$ cat src/rtl/time_keeper.sv
// time_keeper
//
// Timekeeping front end for the LCD clock. Qualifies the raw one-minute
// strobe pin, keeps a 24-hour BCD HH:MM count, and serves it as five ASCII
// characters ("HH:MM") through a registered request/acknowledge read port.
//
// Ports
//   clk          system clock (single domain)
//   reset        synchronous, active-high reset
//   stb_1min     raw asynchronous minute strobe
//   set_valid    one-cycle load request for set_hh/set_mm
//   set_hh       BCD hours to load   {tens, ones}
//   set_mm       BCD minutes to load {tens, ones}
//   set_err      one-cycle pulse after a rejected load
//   rd_req       character read request (one read per cycle while high)
//   rd_idx       character index: 0..4 = H H : M M, 5..7 = space
//   rd_data      ASCII character, held until the next read
//   rd_ack       one-cycle pulse, rd_data valid while high
//   changed      level, set by any time update, forced high by reset
//   changed_clr  clears changed (an update in the same cycle wins)

module time_keeper #(
    parameter int unsigned CLOCK_RATE  = 1000,
    parameter int unsigned SYNC_STAGES = 2,
    parameter int unsigned MIN_HIGH    = 2
) (
    input  logic       clk,
    input  logic       reset,
    input  logic       stb_1min,
    input  logic       set_valid,
    input  logic [7:0] set_hh,
    input  logic [7:0] set_mm,
    output logic       set_err,
    input  logic       rd_req,
    input  logic [2:0] rd_idx,
    output logic [7:0] rd_data,
    output logic       rd_ack,
    output logic       changed,
    input  logic       changed_clr
);

    if (CLOCK_RATE == 0 || SYNC_STAGES < 2 || SYNC_STAGES > 3 ||
        MIN_HIGH < 1 || MIN_HIGH > 15) begin : g_param_check
        $error("time_keeper: illegal parameter value");
    end

    localparam logic [3:0] MinHighC = 4'(MIN_HIGH);
    localparam logic [7:0] ChSpace  = 8'h20;
    localparam logic [7:0] ChColon  = 8'h3A;

    function automatic logic [7:0] digit_char(input logic [3:0] v);
        return {4'h3, v};
    endfunction

    // ------------------------------------------------------------------
    // State
    // ------------------------------------------------------------------
    logic [SYNC_STAGES-1:0] sync_q;
    logic [3:0]             run_q,  run_d;
    logic [3:0]             hh_t_q, hh_t_d;
    logic [3:0]             hh_o_q, hh_o_d;
    logic [3:0]             mm_t_q, mm_t_d;
    logic [3:0]             mm_o_q, mm_o_d;
    logic [15:0]            snap_q, snap_d;
    logic [7:0]             rd_data_q, rd_data_d;
    logic                   rd_ack_q;
    logic                   set_err_q;
    logic                   changed_q, changed_d;

    logic s;
    logic accept;
    logic set_ok;
    logic update;

    assign s = sync_q[SYNC_STAGES-1];

    // ------------------------------------------------------------------
    // Strobe qualification: the counter saturates at MIN_HIGH, so the
    // MIN_HIGH-1 -> MIN_HIGH step occurs exactly once per high run.
    // ------------------------------------------------------------------
    always_comb begin
        run_d  = run_q;
        accept = 1'b0;
        if (!s) begin
            run_d = '0;
        end else if (run_q != MinHighC) begin
            run_d  = run_q + 4'd1;
            accept = (run_q == MinHighC - 4'd1);
        end
    end

    // ------------------------------------------------------------------
    // Load validation and time next-state
    // ------------------------------------------------------------------
    always_comb begin
        set_ok = (set_mm[7:4] <= 4'd5) && (set_mm[3:0] <= 4'd9) &&
                 (set_hh[3:0] <= 4'd9) &&
                 ((set_hh[7:4] < 4'd2) ||
                  ((set_hh[7:4] == 4'd2) && (set_hh[3:0] <= 4'd3)));
    end

    always_comb begin
        hh_t_d = hh_t_q;
        hh_o_d = hh_o_q;
        mm_t_d = mm_t_q;
        mm_o_d = mm_o_q;
        update = 1'b0;
        if (set_valid) begin
            // A load request always discards a coincident accept.
            if (set_ok) begin
                hh_t_d = set_hh[7:4];
                hh_o_d = set_hh[3:0];
                mm_t_d = set_mm[7:4];
                mm_o_d = set_mm[3:0];
                update = 1'b1;
            end
        end else if (accept) begin
            update = 1'b1;
            if (mm_o_q == 4'd9) begin
                mm_o_d = '0;
                if (mm_t_q == 4'd5) begin
                    mm_t_d = '0;
                    if (hh_t_q == 4'd2 && hh_o_q == 4'd3) begin
                        hh_t_d = '0;
                        hh_o_d = '0;
                    end else if (hh_o_q == 4'd9) begin
                        hh_o_d = '0;
                        hh_t_d = hh_t_q + 4'd1;
                    end else begin
                        hh_o_d = hh_o_q + 4'd1;
                    end
                end else begin
                    mm_t_d = mm_t_q + 4'd1;
                end
            end else begin
                mm_o_d = mm_o_q + 4'd1;
            end
        end
    end

    // ------------------------------------------------------------------
    // Read port: index 0 captures the live (pre-update) time into the
    // snapshot; indices 1..4 read only the snapshot so a 0..4 frame
    // never mixes two different times.
    // ------------------------------------------------------------------
    always_comb begin
        snap_d    = snap_q;
        rd_data_d = rd_data_q;
        if (rd_req) begin
            unique case (rd_idx)
                3'd0: begin
                    snap_d    = {hh_t_q, hh_o_q, mm_t_q, mm_o_q};
                    rd_data_d = digit_char(hh_t_q);
                end
                3'd1:    rd_data_d = digit_char(snap_q[11:8]);
                3'd2:    rd_data_d = ChColon;
                3'd3:    rd_data_d = digit_char(snap_q[7:4]);
                3'd4:    rd_data_d = digit_char(snap_q[3:0]);
                default: rd_data_d = ChSpace;
            endcase
        end
    end

    always_comb begin
        if (update) begin
            changed_d = 1'b1;
        end else if (changed_clr) begin
            changed_d = 1'b0;
        end else begin
            changed_d = changed_q;
        end
    end

    // ------------------------------------------------------------------
    // Registers
    // ------------------------------------------------------------------
    always_ff @(posedge clk) begin
        if (reset) begin
            sync_q    <= '0;
            run_q     <= '0;
            hh_t_q    <= '0;
            hh_o_q    <= '0;
            mm_t_q    <= '0;
            mm_o_q    <= '0;
            snap_q    <= '0;
            rd_data_q <= ChSpace;
            rd_ack_q  <= 1'b0;
            set_err_q <= 1'b0;
            changed_q <= 1'b1;
        end else begin
            sync_q    <= {sync_q[SYNC_STAGES-2:0], stb_1min};
            run_q     <= run_d;
            hh_t_q    <= hh_t_d;
            hh_o_q    <= hh_o_d;
            mm_t_q    <= mm_t_d;
            mm_o_q    <= mm_o_d;
            snap_q    <= snap_d;
            rd_data_q <= rd_data_d;
            rd_ack_q  <= rd_req;
            set_err_q <= set_valid && !set_ok;
            changed_q <= changed_d;
        end
    end

    assign rd_data = rd_data_q;
    assign rd_ack  = rd_ack_q;
    assign set_err = set_err_q;
    assign changed = changed_q;

endmodule

$ cat config.mk
export PLATFORM = sky130hd
export DESIGN_NAME = time_keeper
export DESIGN_NICKNAME = d
export VERILOG_FILES = /design/src/rtl/time_keeper.sv
export SDC_FILE = /design/constraint.sdc
export NUM_CORES = 1
export LEC_CHECK = 0
export ABC_AREA = 1
export CORE_UTILIZATION = 38
export CTS_CLUSTER_DIAMETER = 80
export DETAILED_ROUTE_END_ITERATION = 16
export PLACE_DENSITY_LB_ADDON = 0.12
export SETUP_SLACK_MARGIN = 0.02
export SLEW_MARGIN = 20
export SYNTH_ARGS = -nofsm -noshare
export SYNTH_HDL_FRONTEND = slang
export SYNTH_SLANG_ARGS = --single-unit
$ cat constraint.sdc
create_clock -name clk -period 2.2 [get_ports clk]
set_input_delay 0.44 -clock clk [delete_from_list [all_inputs] [get_ports clk]]
set_output_delay 0.44 -clock clk [all_outputs]
set_load 0.005 [all_outputs]
==> reports/qor.yml <==
cts_buffer_depth: 2
hold_viol_final: 0
hold_ws_ps: 416
synth.distinct_cells: 33
h-tree-depth: 2
grt.overflow.total: 0
postCtsSetupBuffers: 0
num_antenna_cells: 0
synthCells: 347
rsz0062_at_grt: "false"
final_nets: 411
clk_pin_slew_worst_paths_ps: 80
p_leak_uw: 0.00119
vias_per_cell: 4.84
place_inst: 449
start_kind: "input port"
drtIter0Drc: 93
register_area_sq_um: 841
start_util_pct: 39.4
avgSynthCellArea_sq_um: 6.68
clockRootBuffer: "clkbuf_8"
cp_max_fo: 15
io_buffers: 32
nFillCells: 620
num_rows: 28
synth_top_cell_area_share_pct: 36.3
dieHeight_microns: 80.1
setup_viol: 0
dr.pass1.iters: 4
cts.repair.resized: 0
final_max_slew_viol_count: 0
area_delta_synth_final_pct: 21.9
path_class: "in -> reg"
die_x_microns: 80.1
grt_first_pass_wirelength_microns: 9160
clk_latency_ps: 300
required_ps: 2400
cp-end-kind: "flip-flop"
ant_nets: 0
utilization_pct: 48.0
fin_tns_setup_ps: 0
syn-cell-area_sq_um: 2320
drcViolationCount: 0
core_area_sq_um: 5890
die_area_sq_um: 6410
drive_gt1_share_pct: 7.85
grt_max_degree: 23
run_status: "finished clean"
ios: 36
mostFrequentLayoutCell: "nand2_1"
numCtsBuffers: 5
gp_congestion: 0.841
hold_path_class: "reg -> reg"
peakVddDrop_mv: 0.262
cap_violations: 0
synth_area_leader_cell: "dfxtp_1"
final_cell_mix: "80 x nand2_1, 43 x inv_1, 42 x dfxtp_1, 39 x nor2_1, 32 x clkdlybuf4s50_1"
cts_tree: "built"
skew_ps: 6.76
final.min_clock_period_ps: 1790
ys_seq_area_share_pct: 36.3
synth.area.top_cells: "dfxtp_1 36%, nand2_1 13%, inv_1 7.0%"
p_per_area_nw_per_um2: 561
cts.sinks: 42
wl_per_cell_microns: 11.5
grtUsageTotal_pct: 18.6
hpwl_microns: 3950
fmax_ghz: 0.560
hold_buffers: 0
finalNonFillerCells: 457
yosys_warnings: 0
multi_input_area_sq_um: 1210
ys_seq_elements: 42
antenna_found_initial: 0
worstPathArrival_ps: 1990
period_share_pct: 81.2
routed_wl_microns: 5260
grt_pass1_vias: 2062
num_vias: 2210
-- report_power, final --
part	switching, uW	leakage (uW)	internal [uW]
sequential	8.13	0.000341	775
combinational	89.6	0.000799	86.6
clock	288	0.0000514	339
total	386	0.00119	1200
-- synth_stat cells (all sizes together) --
cell type and n:
a21oi 31, buf 11, clkbuf 4, conb 2, dfxtp 42, ha 5, inv 46, mux2i 1
nand2 85, nand3 29, nand3b 3, nand4 5, nor2 39, nor3 1, nor3b 1, nor4 1
o211ai 2, o21ai 30, o22ai 5, xnor2 1, xor2 3
-- worst paths after layout --
kind,depth (start not counted),start,slack (ps),end
max,9,set_hh[6],410,hh_o_q[3]
min,2,sync_q[0],420,sync_q[1]
max reg2reg,10,run_q[0],480,hh_o_q[3]
min reg2reg,2,sync_q[0],420,sync_q[1]
-- flip-flops by register name, summed over array words and instances, names as in the netlist --
name / count
changed: 1
hh_o_q: 4
hh_t_q: 4
mm_o_q: 4
mm_t_q: 4
rd_ack: 1
rd_data: 5
run_q: 4
set_err: 1
snap_q: 12
sync_q: 2
-- per-layer routing --
metal  GRT usage, %  wire length (microns)  vias up
met4           9.29                    120        0
li1               -                      -     1180
met3           3.52                    172       12
met5              0                      0        -
met2           28.5                   2280       50
met1           24.7                   2690      968
-- worst max-delay path, stage by stage --
cell	delay, ps
clkdlybuf4s50_1	420
nor2_1	110
nand2_1	100
nor2_1	220
nand4_4	190
nand2_4	210
nand2_2	120
nor2_1	120
nor2_1	50
-- cell families (layout without fill, tap and decap cells) --
kind of cell / Yosys count / after routing / share of synthesized area, %
AND/OR/NAND/NOR: 164 / 164 / 31.3
flip-flops: 42 / 42 / 36.3
multiplexers: 1 / 1 / 0.432
XOR/XNOR: 4 / 4 / 1.51
buffers and inverters: 61 / 95 / 11.8
AO/OA/AOI/OAI: 68 / 68 / 15.7
other: 2 / 3 / 0.324
adder cells (fa/ha/maj): 5 / 5 / 2.70
-- stage by stage --
stage | cell area, sq um | setup slack (ps) | total power (uW)
final | 2830 | 413 | 1590
after global placement | 2720 | 183 | 978
after detailed placement | 2720 | 90.3 | 978
after floorplan | 2320 | 728 | 893
after global routing | 2830 | 240 | 1650
after CTS | 2830 | 412 | 1600
-- cell type report --
cell class,instances,area share [%]
flip-flops and latches,42,29.8
well taps,75,3.32
inverters,46,6.11
clock buffers,6,2.57
multi-input cells,245,42.7
repair buffers,41,14.2
clock inverters,2,1.33
(Power assumes the default switching activity.)
